[src/rtl/booth_mult_arbiter.sv]
// booth_mult_arbiter
//   Shares one Booth multiplier (control unit plus datapath) between NREQ
//   clients. A round-robin arbiter picks a requester, latches its operands,
//   pulses the multiplier start, waits for fin, captures the product and
//   hands it back with a one-cycle done pulse.
//
// Parameters
//   NREQ     number of requesters (2..4)
//   W        operand width; products are 2W bits, two's complement
//   TIMEOUT  WAIT-cycle limit, only meaningful with BOOTH_ARB_TIMEOUT_EN
//
// Optional feature macro: BOOTH_ARB_TIMEOUT_EN
//   When defined, a job whose fin never arrives is aborted after TIMEOUT
//   WAIT cycles with result=0 and a one-cycle err alongside done.
//   When undefined, WAIT holds until fin and err is tied low.
//
// Ports
//   clk        system clock, rising edge
//   rst_n      asynchronous active-low reset
//   req        per-requester request level
//   op_m       flattened multiplicands, slice i = [i*W +: W]
//   op_q       flattened multipliers, same slicing
//   gnt        one-hot grant, held from grant through DONE
//   done       one-cycle completion pulse to the granted requester
//   result     last captured product, held until the next capture
//   err        one-cycle timeout pulse (0 unless the feature is built in)
//   mul_start  start pulse to the multiplier control unit
//   mul_m      latched multiplicand to the datapath
//   mul_q      latched multiplier to the datapath
//   mul_fin    fin from the multiplier control unit
//   mul_prod   product from the datapath

module booth_mult_arbiter #(
  parameter int NREQ    = 2,
  parameter int W       = 4,
  parameter int TIMEOUT = 15
) (
  input  logic              clk,
  input  logic              rst_n,
  input  logic [NREQ-1:0]   req,
  input  logic [NREQ*W-1:0] op_m,
  input  logic [NREQ*W-1:0] op_q,
  output logic [NREQ-1:0]   gnt,
  output logic [NREQ-1:0]   done,
  output logic [2*W-1:0]    result,
  output logic              err,
  output logic              mul_start,
  output logic [W-1:0]      mul_m,
  output logic [W-1:0]      mul_q,
  input  logic              mul_fin,
  input  logic [2*W-1:0]    mul_prod
);

  localparam int IW = (NREQ > 1) ? $clog2(NREQ) : 1;
  localparam int CW = $clog2(TIMEOUT + 1);
  localparam logic [IW-1:0] LAST    = IW'(NREQ - 1);
  localparam logic [CW-1:0] CNT_MAX = '1;
`ifdef BOOTH_ARB_TIMEOUT_EN
  localparam logic [CW-1:0] CNT_LIMIT = CW'(TIMEOUT - 1);
`endif

  typedef enum logic [1:0] {IDLE, START, WAIT, DONE} state_t;

  state_t          state;
  logic [IW-1:0]   ptr;
  logic [IW-1:0]   winner;
  logic [CW-1:0]   wait_cnt;

  logic [IW-1:0]   pick;
  logic [NREQ-1:0] pick_oh;
  logic [W-1:0]    sel_m;
  logic [W-1:0]    sel_q;

  // Round-robin pick: the lowest requester at or above ptr wins; if none is
  // at or above ptr, the search wraps and the lowest requester overall wins.
  // The second loop overrides the first only when a candidate >= ptr exists.
  always_comb begin
    pick = ptr;
    for (int i = NREQ - 1; i >= 0; i--) begin
      if (req[i]) pick = IW'(i);
    end
    for (int i = NREQ - 1; i >= 0; i--) begin
      if (req[i] && (IW'(i) >= ptr)) pick = IW'(i);
    end
  end

  // Operand mux and one-hot decode for the current pick.
  always_comb begin
    sel_m   = '0;
    sel_q   = '0;
    pick_oh = '0;
    for (int i = 0; i < NREQ; i++) begin
      pick_oh[i] = (IW'(i) == pick);
      if (IW'(i) == pick) begin
        sel_m = op_m[i*W +: W];
        sel_q = op_q[i*W +: W];
      end
    end
  end

  // Control FSM with registered outputs. gnt already holds the winner's
  // one-hot, so done is simply a copy of gnt on the edge into DONE.
  // wait_cnt saturates so a very long job never wraps back to zero, which
  // would otherwise re-arm the first-cycle fin mask.
  always_ff @(posedge clk or negedge rst_n) begin
    if (!rst_n) begin
      state     <= IDLE;
      ptr       <= '0;
      winner    <= '0;
      wait_cnt  <= '0;
      gnt       <= '0;
      done      <= '0;
      err       <= 1'b0;
      mul_start <= 1'b0;
      mul_m     <= '0;
      mul_q     <= '0;
      result    <= '0;
    end else begin
      mul_start <= 1'b0;
      done      <= '0;
      err       <= 1'b0;
      case (state)
        IDLE: begin
          if (|req) begin
            winner    <= pick;
            gnt       <= pick_oh;
            mul_m     <= sel_m;
            mul_q     <= sel_q;
            mul_start <= 1'b1;
            state     <= START;
          end
        end
        START: begin
          wait_cnt <= '0;
          state    <= WAIT;
        end
        WAIT: begin
          if (wait_cnt != CNT_MAX) wait_cnt <= wait_cnt + 1'b1;
          // A fin seen in the first WAIT cycle belongs to the previous job.
          if (mul_fin && (wait_cnt != '0)) begin
            result <= mul_prod;
            done   <= gnt;
            state  <= DONE;
          end
`ifdef BOOTH_ARB_TIMEOUT_EN
          else if (wait_cnt == CNT_LIMIT) begin
            result <= '0;
            err    <= 1'b1;
            done   <= gnt;
            state  <= DONE;
          end
`endif
        end
        DONE: begin
          ptr   <= (winner == LAST) ? '0 : winner + 1'b1;
          gnt   <= '0;
          state <= IDLE;
        end
        default: state <= IDLE;
      endcase
    end
  end

endmodule
[config.mk]
export PLATFORM = sky130hd
export DESIGN_NAME = booth_mult_arbiter
export DESIGN_NICKNAME = d
export VERILOG_FILES = /design/src/rtl/booth_mult_arbiter.sv
export SDC_FILE = /design/constraint.sdc
export NUM_CORES = 1
export LEC_CHECK = 0
export BUFFER_PORTS_ARGS = -buffer_cell sky130_fd_sc_hd__buf_2
export CAP_MARGIN = 25
export CORE_UTILIZATION = 45
export CTS_CLUSTER_DIAMETER = 200
export DETAILED_ROUTE_END_ITERATION = 10
export PLACE_DENSITY = 0.8
export SETUP_SLACK_MARGIN = 0.2
export SLEW_MARGIN = 20
export SYNTH_ARGS = -nofsm -noshare
export SYNTH_HDL_FRONTEND = slang
export SYNTH_SLANG_ARGS = --single-unit
export TNS_END_PERCENT = 1
[constraint.sdc]
create_clock -name clk -period 3 [get_ports clk]
set_input_delay 0.6 -clock clk [delete_from_list [all_inputs] [get_ports clk]]
set_output_delay 0.6 -clock clk [all_outputs]
set_load 0.02 [all_outputs]
# Word level (Yosys, flattened, before mapping)
# Index checks and enable logic that the tools add are counted.
word_totals:
  ff_bits: 29
  latchBits: 0
  ram_bits: 0
  rom_bits: 0
  in_bits: 29
  output_inout_bits: 22
  wordCells: 53
  n_memories: 0
op_classes:
  add_sub_neg: 2
  multipliers: 0
  div_mod_pow: 0
  n_lt_le_gt_ge: 2
  eq_ne: 7
  shifts: 0
  muxes: 18
  bitwise: 1
  n_reduce_logical: 13
op_table:
  columns: ["cell", "count"]
  rows:
  - ["4-bit 2-to-1 mux", 3]
  - ["2-bit 2-to-1 mux", 5]
  - ["2-bit AND reduction", 5]
  - ["2-bit case mux with 4 select lines", 1]
  - ["4-bit case mux with 2 select lines", 1]
  - ["1-bit 2-to-1 mux", 7]
  - ["2-bit inequality test, second input constant", 3]
  - ["4-bit by 1-bit adder with 4-bit output, second input constant", 1]
  - ["2-bit equality test, second input constant", 2]
  - ["4-bit inequality test, second input constant", 1]
  - ["2-bit case mux with 2 select lines", 1]
  - ["2-bit nonzero test", 2]
  - ["4-bit nonzero test", 1]
  - ["1-bit logical AND", 3]
  - ["2-bit by 1-bit equality test with 1-bit output, second input constant", 1]
  - ["1-bit >= comparator, first input constant", 2]
  - ["2-bit zero test", 1]
  - ["2-bit OR reduction", 1]
  - ["1-bit adder, second input constant", 1]
  - ["1-bit inverter", 1]

# Depth between registers and ports, before layout
# Gate-level depths: netlist (run 1).
logic_depth:
  ltp_word: 7
  depth_mapped: 6
  depth_no_buf: 5

# Least setup slack after synthesis (run 1)
# OpenSTA, ideal clock, no wires.
synth_timing:
  kind: "reg2reg"
  startpoint: "register state[0]"
  endpoint: "register state[1]"
  arrival_ps: 1450
  required_time_ps: 2875
  slack_ps: 1425
  stages_incl_launch_ff: 6
  path_buffers: 0
  synth_period_minus_slack_ps: 1575
  cell_sequence: "dfrtp_1 inv_1 ha_1 nor3b_2 nor3_1 mux2_2"
synth_between:
  elab_chain_len: 3
  word_cells_on_any_way: 8
  classes_between: "eq/ne: 5; mux: 1; reduce/logical: 2"
synth_rtl:
  columns: ["element", "line", "rtl"]
  rows:
  - ["start, declared", "64", "state_t state;"]
  - ["start signal, assigned", "107", "state <= IDLE;"]
  - ["start signal, assigned", "130", "state <= START;"]
  - ["start signal, assigned", "135", "state <= WAIT;"]
  - ["2-bit equality test / 2-bit zero test (equally long branches)", "122", "case (state)"]
  - ["2-bit inequality test (no source line)", null, null]
  - ["2-bit AND reduction (no source line)", null, null]
# Several ways; a longest one is shown, not always the timed one.
# A chain may end at the register's enable or synchronous reset.

# Worst setup path after layout (run 1)
layout_timing:
  startpoint: "register state[0]"
  endpoint: "register result[7]"
layout_between:
  elab_chain_len: 2
layout_rtl:
  columns: ["element", "line", "rtl"]
  rows:
  - ["2-bit equality test", "122", null]
  - ["2-bit AND reduction (no source line)", null, null]
  - ["end signal, assigned", "141", "result <= mul_prod;"]
  - ["end, declared", "45", "output logic [2*W-1:0] result,"]
# No other way between the ends.

==> results of run 1 <==
[sequential cells by signal, summed over array words and instances (netlist names)]
signal and flops:
state 2, wait_cnt 4, done 2, mul_m 4, result 8, mul_q 4
gnt 2, mul_start 1, winner 1, ptr 1
[cell usage after synthesis]
master,number,area (um^2)
sky130_fd_sc_hd__and2_2,2,15.01
sky130_fd_sc_hd__buf_6,1,11.26
sky130_fd_sc_hd__dfrtp_1,29,725.7
sky130_fd_sc_hd__nand4b_1,1,8.760
sky130_fd_sc_hd__a21o_1,1,7.510
sky130_fd_sc_hd__a21oi_4,1,16.27
sky130_fd_sc_hd__nand3_1,2,10.01
sky130_fd_sc_hd__a21oi_1,4,20.02
sky130_fd_sc_hd__nor2b_1,2,12.51
sky130_fd_sc_hd__o21ai_0,2,10.01
sky130_fd_sc_hd__nor3_1,3,15.01
sky130_fd_sc_hd__a311o_1,1,10.01
sky130_fd_sc_hd__conb_1,1,3.750
sky130_fd_sc_hd__nand2_1,5,18.77
sky130_fd_sc_hd__ha_1,7,87.58
sky130_fd_sc_hd__mux2_2,9,101.4
sky130_fd_sc_hd__o21ai_1,1,5.000
sky130_fd_sc_hd__buf_4,1,7.510
sky130_fd_sc_hd__a22o_1,2,17.52
sky130_fd_sc_hd__inv_1,9,33.78
sky130_fd_sc_hd__a211oi_1,1,7.510
sky130_fd_sc_hd__nor4bb_1,1,10.01
sky130_fd_sc_hd__and2_1,9,56.30
sky130_fd_sc_hd__buf_2,1,5.000
sky130_fd_sc_hd__a221o_1,8,80.08
sky130_fd_sc_hd__a41oi_1,1,8.760
sky130_fd_sc_hd__a31oi_1,1,6.260
sky130_fd_sc_hd__nor3b_2,1,12.51
sky130_fd_sc_hd__o22ai_1,2,12.51
sky130_fd_sc_hd__o32a_1,1,10.01
sky130_fd_sc_hd__nor2_1,7,26.28
[critical path: stages (launching register included)]
cell and delay (ns):
sky130_fd_sc_hd__dfrtp_1 0.42, sky130_fd_sc_hd__inv_1 0.12, sky130_fd_sc_hd__ha_1 0.42, sky130_fd_sc_hd__nand2_1 0.15
sky130_fd_sc_hd__a21oi_4 0.29, sky130_fd_sc_hd__mux2_2 0.39
[where the power goes]
| part | switching, mW | leakage [nW] | total (mW) | internal, mW |
|---|---|---|---|---|
| clock network | 0.130 | 0.0413 | 0.266 | 0.136 |
| logic | 0.480 | 0.456 | 0.858 | 0.378 |
| registers | 0.110 | 0.360 | 0.674 | 0.564 |
| total | 0.720 | 0.858 | 1.80 | 1.08 |
[cell type report]
class / count / area [um^2]
Clock buffer: 7 / 65.06
Fill cell: 229 / 1126
Sequential cell: 29 / 725.7
Clock inverter: 1 / 5.005
Inverter: 9 / 33.78
Timing Repair Buffer: 49 / 245.2
Multi-Input combinational cell: 76 / 589.3
Tap cell: 31 / 38.79
[cell families (layout without fill, tap and decap cells)]
logic type | Yosys count | in the layout
other cells | 1 | 1
mux | 9 | 9
simple gates | 33 | 33
buf+inv | 12 | 66
compound gates | 26 | 26
fa+ha+maj | 7 | 7
flops | 29 | 29
[worst max path at each step]
stage                     slack, ns                     to  cells after the start
after floorplan                1.43   state[1]$_DFFE_PN0P_                      5
after global placement         1.22  result[1]$_DFFE_PN0P_                      5
after detailed placement       1.11  result[7]$_DFFE_PN0P_                      5
after CTS                      1.10  result[7]$_DFFE_PN0P_                      5
after global routing           1.00  result[7]$_DFFE_PN0P_                      5
final                          1.09  result[7]$_DFFE_PN0P_                      5
[through the flow]
step | power [mW] | instances | worst slack, ns | utilization, %
floorplan | 1.296 | 117 | 1.425 | -
global placement | 1.489 | 194 | 1.215 | 57.72
detailed placement | 1.540 | 194 | 1.111 | 57.72
CTS | 1.814 | 202 | 1.100 | 60.19
global route | 1.927 | 202 | 1.002 | 60.19
finish | 1.797 | 202 | 1.095 | 60.19
[layer usage]
| metal | up-vias | share of wire [%] | GRT usage [%] |
|---|---|---|---|
| li1 | 527 | - | - |
| met1 | 527 | 43 | 21.08 |
| met2 | 35 | 48 | 27.39 |
| met3 | 7 | 6.8 | 7.483 |
| met4 | 0 | 2.0 | 7.317 |
| met5 | - | 0 | 0 |
==> qor.txt, run 1 <==
RUN STATUS
----------------------------------------------------------------------------------------
Outcome                                                                     finished, violations left
Violations in the final reports                                                      DRC

STA
----------------------------------------------------------------------------------------
Number of hold violations in the final report                                          0
Final total negative setup slack                                                    0 ns
Setup clock skew after layout                                                0.004234 ns
Transition time at the pin with the least slew margin                          0.6351 ns
Setup repair after global routing missed its margin                                   no
Fin Hold WS                                                                    0.2799 ns
Final critical-path required period                                             1.905 ns
Headroom to the max-slew limit                                                    57.51%
Final critical-path share of the clock period                                     63.50%
Max-slew violations                                                                    0
Final setup violation count                                                            0
Highest Clock Rate                                                            0.5249 GHz

SYNTHESIS
----------------------------------------------------------------------------------------
Combinational family with the most area after synthesis                     compound AO/OA/AOI/OAI gates
Area of the mapped netlist                                                     1373 um^2
Simple-gate portion of the synthesized area                                       13.49%
Post-synthesis adder-cell area fraction                                           6.381%
Fraction of synthesized cell area in xor and xnor cells                               0%
Flip-flop and latch count after synthesis                                             29
Net count after synthesis                                                            153
Mux share of post-synthesis cell area                                             7.384%
Yosys warnings                                                                         0
Part of the Yosys area used for sequential elements                               52.87%
Synth Instances                                                                      117
Compound-Gate Fraction of Synth Area                                              15.41%
Synthesized area divided by synthesized cell count                            11.73 um^2
Library cells used by synthesis                                                       31

FLOORPLAN
----------------------------------------------------------------------------------------
Width of the die                                                                57.23 um
Initial cell density of the core                                                  48.52%
Vertical extent of the die                                                      57.23 um
Std-Cell Rows                                                                         19
Die Footprint                                                                  3275 um^2
Number of top-level design ports                                                      51
Floorplan Core Area                                                            2829 um^2

ROUTE
----------------------------------------------------------------------------------------
Number of nets still failing antenna checks after routing                              0
# DRC                                                                                  6
Number of detailed-route iterations in the first pass                                  7
Detailed-route via count                                                            1096
Routed wire length                                                               2668 um
Average via count per standard cell                                                5.426
Average wire per standard cell                                                  13.21 um
Violation count after the first detailed-routing iteration                            40

SETUP PATH
----------------------------------------------------------------------------------------
First element of the critical path                                          state[0]$_DFFE_PN0P_
Number of cells on the worst reg-to-reg path                                           5
Endpoint of the worst register-to-register path                             result[7]$_DFFE_PN0P_
Req. time, crit path                                                             3.21 ns
Startpoint kind of the worst setup timing path                                  register
Register-to-register path setup slack                                            1.09 ns
CP Class                                                                    register to register
Worst R2R Start                                                             state[0]$_DFFE_PN0P_
Largest fanout on the critical path                                                   14
Kind of end point of the critical path                                          register
Arrival time reported for the critical path endpoint                             2.12 ns

CTS
----------------------------------------------------------------------------------------
Clock tree root buffer cell                                                 sky130_fd_sc_hd__clkbuf_4
Number of post-CTS setup repair buffers                                                0
TritonCTS clock tree                                                               built
Max clock buf depth                                                                    2
Clk slew on worst S/H paths                                                      0.09 ns
Sink count of the clock tree                                                          29
Post-cts sizing count                                                                  0
Number of buffers inserted during clock tree synthesis                                 5
Insertion delay to the later sink of the worst-skew pair                         0.32 ns
CTS hold repair buffers                                                                0
CTS H-tree lvls                                                                        2

PLACED DESIGN
----------------------------------------------------------------------------------------
Global placer's final weighted congestion                                         0.7211
Total half-perimeter wirelength after legalization and detailed placement        1963 um
Number of buffers inserted by port buffering                                          49
Total cell area at the placement stage                                         1633 um^2

CELLS AND AREA
----------------------------------------------------------------------------------------
Nets@finish                                                                          206
Leading cell types in the layout, fill and taps excluded                    sky130_fd_sc_hd__buf_2, sky130_fd_sc_hd__dfrtp_1, sky130_fd_sc_hd__inv_1, sky130_fd_sc_hd__and2_1, sky130_fd_sc_hd__mux2_2
Layout Area Growth over Synthesis                                                 24.07%
Fraction of layout instances using a drive strength above 1                       40.94%
Cell area after layout                                                         1703 um^2
N_diodes                                                                               0
Most common cell after layout, fill and taps aside                          sky130_fd_sc_hd__buf_2

GLOBAL ROUTING
----------------------------------------------------------------------------------------
GRT Residual Overflow                                                                  0
Vias in the first global route                                                       990
First-pass GRT wire length                                                       4229 um
Tot GR Track Use                                                                  17.42%
Initial antenna violation count                                                        0
Pin count of the biggest net entering global routing                                  30

POWER
----------------------------------------------------------------------------------------
Power per cell area                                                         1055 nW/um^2
Worst supply voltage drop on vdd                                                477.3 uV
Static power due to leakage                                                    0.8577 nW

WORST HOLD PATH
----------------------------------------------------------------------------------------
Worst min-delay path category                                               primary input to async pin

JOB
----------------------------------------------------------------------------------------
Max_cap viols                                                                          0

Note: power is estimated with default switching activity, not from simulation.
==> run 2, diff against run 1 <==
ABC_AREA = 1   (was unset)
CORE_UTILIZATION = 43   (was 45)
clock period = 1.6 ns   (was 3 ns; I/O delays follow)
==> qor.txt, run 2 <==
RUN STATUS
----------------------------------------------------------------------------------------
Outcome                                                                     finished, violations left
Violations in the final reports                                                      DRC

FLOORPLAN
----------------------------------------------------------------------------------------
Vertical extent of the die                                                      58.06 um   +1.5%
Die Footprint                                                                  3371 um^2   +2.9%
Floorplan Core Area                                                            2877 um^2   +1.7%
Initial cell density of the core                                                  46.98%   -1.5 points
Number of top-level design ports                                                      51   unchanged
Std-Cell Rows                                                                         19   unchanged
Width of the die                                                                58.06 um   +1.5%

ROUTE
----------------------------------------------------------------------------------------
Violation count after the first detailed-routing iteration                            53   +33%
Number of nets still failing antenna checks after routing                              0   unchanged
# DRC                                                                                  5   -1
Detailed-route via count                                                            1225   +12%
Routed wire length                                                               2909 um   +9.0%
Average via count per standard cell                                                4.842   -11%
Number of detailed-route iterations in the first pass                                  7   unchanged
Average wire per standard cell                                                  11.50 um   -13%

SYNTHESIS
----------------------------------------------------------------------------------------
Library cells used by synthesis                                                       16   -48%
Synth cell count leaders                                                    sky130_fd_sc_hd__nand2_1, sky130_fd_sc_hd__nand3_1, sky130_fd_sc_hd__dfrtp_1, sky130_fd_sc_hd__inv_1, sky130_fd_sc_hd__nor2_1
Async set-or-reset flop fraction in the synthesized netlist                       100.0%   unchanged
Area of the mapped netlist                                                     1351 um^2   -1.5%
Net count after synthesis                                                            191   +25%
Most area-consuming cells after synthesis                                   sky130_fd_sc_hd__dfrtp_1, sky130_fd_sc_hd__nand2_1, sky130_fd_sc_hd__nand3_1, sky130_fd_sc_hd__ha_1, sky130_fd_sc_hd__inv_1
Leading area contributor after synthesis                                    sky130_fd_sc_hd__dfrtp_1
Top_reg_cell synth                                                          sky130_fd_sc_hd__dfrtp_1
Synth Instances                                                                      155   +32%
Synthesized area divided by synthesized cell count                            8.718 um^2   -26%
Yosys warnings                                                                         0   unchanged
Flip-flop and latch count after synthesis                                             29   unchanged
Part of the Yosys area used for sequential elements                               53.70%   +0.83 points
Area fraction of the dominant cell type after synthesis                           53.70%   +0.83 points
Most repeated cell in the gate-level netlist after synthesis                sky130_fd_sc_hd__nand2_1
Number of enable flip-flop cells after synthesis                                       0   unchanged

SETUP PATH
----------------------------------------------------------------------------------------
Startpoint kind of the worst setup timing path                                  register
First element of the critical path                                          state[0]$_DFFE_PN0P_
Kind of end point of the critical path                                          register
Number of cells on the worst reg-to-reg path                                           6   +1
Worst R2R Start                                                             state[0]$_DFFE_PN0P_
Endpoint of the worst register-to-register path                             gnt[1]$_DFFE_PN0P_
Critical Path Sink                                                          gnt[1]$_DFFE_PN0P_
Largest fanout on the critical path                                                   11   -3
Arrival time reported for the critical path endpoint                             1.60 ns   -0.52 ns
Register-to-register path setup slack                                            0.25 ns   -0.84 ns
CP Class                                                                    register to register
Req. time, crit path                                                             1.85 ns   -1.36 ns

STA
----------------------------------------------------------------------------------------
Setup clock skew after layout                                                0.008505 ns   +0.004271 ns
Number of hold violations in the final report                                          0   unchanged
Final critical-path required period                                             1.349 ns   -0.5560 ns
Max-slew violations                                                                    0   unchanged
Transition time at the pin with the least slew margin                          0.6254 ns   -0.009655 ns
Setup repair after global routing missed its margin                                  yes
Headroom to the max-slew limit                                                    58.31%   +0.80 points
Final total negative setup slack                                                    0 ns   unchanged
Fin Hold WS                                                                  0.006982 ns   -0.2729 ns
Final critical-path share of the clock period                                     84.32%   +21 points
Final setup violation count                                                            0   unchanged
Highest Clock Rate                                                            0.7412 GHz   +41%

CTS
----------------------------------------------------------------------------------------
Clk slew on worst S/H paths                                                      0.10 ns   about the same
CTS hold repair buffers                                                                0   unchanged
Clock tree root buffer cell                                                 sky130_fd_sc_hd__clkbuf_4
Insertion delay to the later sink of the worst-skew pair                         0.32 ns   about the same
TritonCTS clock tree                                                               built
Max clock buf depth                                                                    2   unchanged
Number of buffers inserted during clock tree synthesis                                 5   unchanged
Sink count of the clock tree                                                          29   unchanged
Number of post-CTS setup repair buffers                                                0   unchanged
CTS H-tree lvls                                                                        2   unchanged

JOB
----------------------------------------------------------------------------------------
Max_cap viols                                                                          0   unchanged

CELLS AND AREA
----------------------------------------------------------------------------------------
Fraction of layout instances using a drive strength above 1                       31.75%   -9.2 points
Largest register FFs                                                                   8   unchanged
Layout Area Growth over Synthesis                                                 28.61%
Reg with most FFs                                                                 result
Nets@finish                                                                          246   +19%
Most common cell after layout, fill and taps aside                          sky130_fd_sc_hd__buf_2
Fill cell total of the finished layout                                               248   +8.3%
Cell area after layout                                                         1738 um^2   +2.1%
Leading cell types in the layout, fill and taps excluded                    sky130_fd_sc_hd__buf_2, sky130_fd_sc_hd__nand2_1, sky130_fd_sc_hd__nand3_1
N_diodes                                                                               0   unchanged
Fin util                                                                          60.42%   +0.22 points

GLOBAL ROUTING
----------------------------------------------------------------------------------------
Pin count of the biggest net entering global routing                                  30   unchanged
First-pass GRT wire length                                                       4685 um   +11%
Tot GR Track Use                                                                  18.35%   +0.93 points
GRT Residual Overflow                                                                  0   unchanged
Initial antenna violation count                                                        0   unchanged
Vias in the first global route                                                      1129   +14%

POWER
----------------------------------------------------------------------------------------
Static power due to leakage                                                    0.9604 nW   +12%
Power per cell area                                                         1940 nW/um^2   +84%
Worst supply voltage drop on vdd                                                830.7 uV   +74%

PLACED DESIGN
----------------------------------------------------------------------------------------
Total half-perimeter wirelength after legalization and detailed placement        2116 um   +7.8%
Number of buffers inserted by port buffering                                          49   unchanged
Total cell area at the placement stage                                         1647 um^2   +0.84%
Global placer's final weighted congestion                                         0.7506   +4.1%

WORST HOLD PATH
----------------------------------------------------------------------------------------
Worst min-delay path category                                               primary input to async pin

==> run 2: cell types whose count changed after synthesis, sizes merged, moves of 2 or more <==
cell,delta
nand2,+43
nand3,+33
and2,-11
mux2,-9
a221o,-8
o21ai,+5
a21oi,-4
nor3,-3
a22o,-2
inv,+2
nor2b,-2
o22ai,-2
==> run 2: area by class of cell <==
type | count | area, um^2 | area share, %
Sequential cell | 29 | 725.7 | 41.76
Timing Repair Buffer | 52 | 267.8 | 15.41
Inverter | 11 | 41.29 | 2.376
Clock inverter | 1 | 30.03 | 1.728
Multi-Input combinational cell | 111 | 565.5 | 32.54
Clock buffer | 7 | 55.05 | 3.168
Tap cell | 42 | 52.55 | 3.024
==> run 2: power breakdown <==
group	internal (mW)	switching (mW)
logic	0.541	0.976
registers	1.04	0.185
clock network	0.373	0.255
==> run 2: worst max-delay path: stages, from the launching register on <==
cell                      delay (ns)
sky130_fd_sc_hd__dfrtp_1        0.42
sky130_fd_sc_hd__inv_1          0.14
sky130_fd_sc_hd__ha_1           0.23
sky130_fd_sc_hd__o21ai_2        0.11
sky130_fd_sc_hd__inv_2          0.17
sky130_fd_sc_hd__nand3_1        0.11
sky130_fd_sc_hd__o21ai_1        0.10
==> run 2: repair_timing <==
item,in CTS,in global routing
resized for setup,2,3
pin swaps,0,0
endpoints found under the setup margin,10,19
==> run 2: how the worst min path moves through the flow <==
stage / cells past startpoint / endpoint
2_1_floorplan: 0 / done[0]$_DFF_PN0_
3_3_place_gp: 1 / result[0]$_DFFE_PN0P_
3_5_place_dp: 1 / result[0]$_DFFE_PN0P_
4_1_cts: 1 / wait_cnt[2]$_DFFE_PN0P_
5_1_grt: 1 / result[6]$_DFFE_PN0P_
6_report: 1 / done[0]$_DFF_PN0_
==> run 2: cells by family (layout without fill, tap and decap cells) <==
| logic type | after synthesis | count (layout) | share of synthesized area [%] |
|---|---|---|---|
| and+or+nand+nor | 92 | 92 | 29.17 |
| DFF | 29 | 29 | 53.70 |
| buffers and inverters | 15 | 71 | 4.907 |
| AOI/OAI and AO/OA | 9 | 9 | 4.166 |
| adders and majority gates | 7 | 7 | 6.481 |
| xor gates and xnor gates | 2 | 2 | 1.297 |
| other | 1 | 1 | 0.2775 |
==> run 2: metal layers <==
layer	global-route usage [%]	vias to the layer above	share of wire (%)	wire length, um
li1	-	608	-	-
met3	4.241	4	6.0	174
met2	28.24	40	45	1302
met1	24.93	573	48	1397
met5	0	-	0	0
met4	7.823	0	1.2	34
==> run 2: stage by stage <==
step | setup WS [ns] | total power [mW] | cells
floorplan | 0.3636 | 2.255 | 155
global placement | 0.1900 | 2.695 | 245
detailed placement | 0.1050 | 2.740 | 245
CTS | 0.2244 | 3.374 | 253
global route | 0.1608 | 3.640 | 253
finish | 0.2509 | 3.371 | 253
==> run 3, diff against run 2 <==
ABC_AREA = 0   (was 1)
CORE_UTILIZATION = 45   (was 43)
clock period = 1.27 ns   (was 1.6 ns; I/O delays follow)
==> qor.txt, run 3 (same netlist as run 1, synthesis figures left out) <==
ROUTE
----------------------------------------------------------------------------------------
Detailed-route via count                                                            1191   -2.8%
# DRC                                                                                  4   -1
Average via count per standard cell                                                5.365   +11%
Average wire per standard cell                                                  15.73 um   +37%
Routed wire length                                                               3491 um   +20%
Number of detailed-route iterations in the first pass                                  7   unchanged
Violation count after the first detailed-routing iteration                            40   -25%
Number of nets still failing antenna checks after routing                              0   unchanged

CELLS AND AREA
----------------------------------------------------------------------------------------
Layout Area Growth over Synthesis                                                 56.61%
Reg with most FFs                                                                 result
Number of standard cells in the layout, taps in and fillers out                      222   -12%
Register area                                                                 725.7 um^2   unchanged
Fraction of layout instances using a drive strength above 1                       57.07%   +25 points
Multi-input combinational cell area                                           748.2 um^2   +32%
Fill cell total of the finished layout                                               162   -35%
N_diodes                                                                               0   unchanged
Largest register FFs                                                                   8   unchanged
Leading cell types in the layout, fill and taps excluded                    sky130_fd_sc_hd__buf_2, sky130_fd_sc_hd__dfrtp_1, sky130_fd_sc_hd__buf_6
Nets@finish                                                                          226   -8.1%
Most common cell after layout, fill and taps aside                          sky130_fd_sc_hd__buf_2

CTS
----------------------------------------------------------------------------------------
Insertion delay to the later sink of the worst-skew pair                         0.33 ns   about the same
Number of buffers inserted during clock tree synthesis                                 5   unchanged
TritonCTS clock tree                                                               built
Clk slew on worst S/H paths                                                      0.09 ns   about the same
Max clock buf depth                                                                    2   unchanged
Clock tree root buffer cell                                                 sky130_fd_sc_hd__clkbuf_4
CTS H-tree lvls                                                                        2   unchanged
Sink count of the clock tree                                                          29   unchanged

FLOORPLAN
----------------------------------------------------------------------------------------
Initial cell density of the core                                                  48.52%   +1.5 points
Std-Cell Rows                                                                         19   unchanged
Floorplan Core Area                                                            2829 um^2   -1.7%
Vertical extent of the die                                                      57.23 um   -1.4%
Width of the die                                                                57.23 um   -1.4%
Die Footprint                                                                  3275 um^2   -2.8%
Number of top-level design ports                                                      51   unchanged

STA
----------------------------------------------------------------------------------------
Number of hold violations in the final report                                          0   unchanged
Final total negative setup slack                                               -3.347 ns   -3.347 ns
Final setup violation count                                                           25   +25
Max-slew violations                                                                    0   unchanged
Setup clock skew after layout                                                0.006528 ns   -0.001977 ns
Final critical-path share of the clock period                                     119.1%   +35 points
Final critical-path required period                                             1.513 ns   +0.1638 ns
Setup repair after global routing missed its margin                                  yes
Highest Clock Rate                                                            0.6610 GHz   -11%
Post-route setup slack                                                        -0.2429 ns   -0.4938 ns

SETUP PATH
----------------------------------------------------------------------------------------
Cells along the critical path                                               inv_2, ha_4, nor3b_4, nor3_2, mux2_4
Number of cells on the worst reg-to-reg path                                           5   -1
Req. time, crit path                                                             1.48 ns   -0.37 ns
Kind of end point of the critical path                                          register
Crit-path max cell delay                                                         0.43 ns   about the same
CP Class                                                                    register to register
Critical-path cell with the highest stage delay                             sky130_fd_sc_hd__dfrtp_1
Largest fanout on the critical path                                                    4   -7
Startpoint kind of the worst setup timing path                                  register
Cell family contributing the most delay on the critical path                  flip-flops
Logic depth of the worst setup path including buffers                                  5   -1
Arrival time reported for the critical path endpoint                             1.73 ns   +0.13 ns
Buf+Inv Stages, Crit Path                                                              1   -1

POWER
----------------------------------------------------------------------------------------
Static power due to leakage                                                     1.039 nW   +8.2%
Power after layout                                                              5.590 mW   +66%
Worst supply voltage drop on vdd                                                 1163 uV   +40%
Power per cell area                                                         2600 nW/um^2   +34%

GLOBAL ROUTING
----------------------------------------------------------------------------------------
First-pass GRT wire length                                                       5754 um   +23%
Pin count of the biggest net entering global routing                                  30   unchanged
GRT Residual Overflow                                                                  0   unchanged
Initial antenna violation count                                                        0   unchanged
Vias in the first global route                                                      1221   +8.1%
Tot GR Track Use                                                                  23.96%   +5.6 points

PLACED DESIGN
----------------------------------------------------------------------------------------
Post-Place Cells                                                                     209   -15%
Global placer's final weighted congestion                                         0.7996   +6.5%
Total half-perimeter wirelength after legalization and detailed placement        2200 um   +4.0%
Number of buffers inserted by port buffering                                          49   unchanged
Setup slack at placement                                                      -0.2941 ns   -0.3991 ns

WORST HOLD PATH
----------------------------------------------------------------------------------------
Worst min-delay path category                                               primary input to register
Number of cells on the worst hold path                                                 2

RUN STATUS
----------------------------------------------------------------------------------------
Violations in the final reports                                             DRC, setup timing
Outcome                                                                     finished, violations left

JOB
----------------------------------------------------------------------------------------
Max_cap viols                                                                          0   unchanged

==> run 3: worst paths after layout <==
path                                                 to  slack, ns                 start
worst max register to register     state[1]$_DFFE_PN0P_      -0.24  state[1]$_DFFE_PN0P_
worst max-delay path               state[1]$_DFFE_PN0P_      -0.24  state[1]$_DFFE_PN0P_
worst min register to register          ptr$_DFFE_PN0P_       0.46    winner$_DFFE_PN0P_
worst min-delay path               mul_q[2]$_DFFE_PN0P_       0.15               op_q[6]
min in group asynchronous          mul_m[3]$_DFFE_PN0P_       0.46                 rst_n
max in group asynchronous       wait_cnt[1]$_DFFE_PN0P_       0.54                 rst_n
==> run 3: per-stage QoR <==
stage / instance area [um^2] / hold slack, ns / util (%)
after floorplan: 1430 / -0.04159 / -
after global placement: 1803 / 0.2698 / 63.73
after detailed placement: 1803 / 0.2759 / 63.73
after CTS: 2107 / 0.1434 / 74.48
after global routing: 2150 / 0.1342 / 75.98
final: 2150 / 0.1499 / 75.98
==> run 3: timing repair <==
item | in CTS | in global routing
cloned | 0 | 0
pin swaps | 6 | 9
hold buffers | 1 | 0
setup buffers | 2 | 2
endpoints found under the setup margin | 49 | 50
hold endpoints to repair | 29 | 0
gates resized for setup | 56 | 10
==> run 3: layout make-up <==
type,count,share of cell area (%)
multi-input combinational,76,34.81
sequential,29,33.76
timing repair buffer,69,24.80
clock buffer,7,3.027
tap,31,1.804
inverter,9,1.572
clock inverter,1,0.2328
==> run 3: where the power goes <==
| part | total, mW | switching [mW] | internal [mW] | leakage [nW] |
|---|---|---|---|---|
| clock network | 0.638 | 0.318 | 0.320 | 0.0413 |
| registers | 1.65 | 0.311 | 1.34 | 0.360 |
| logic | 3.30 | 1.50 | 1.80 | 0.637 |
==> run 3: metal layers <==
| metal | track usage [%] | vias up | share of wire, % |
|---|---|---|---|
| li1 | - | 565 | - |
| met1 | 28.87 | 578 | 40 |
| met2 | 40.34 | 41 | 53 |
| met3 | 5.215 | 7 | 4.6 |
| met4 | 12.54 | 0 | 2.1 |
| met5 | 0 | - | 0 |
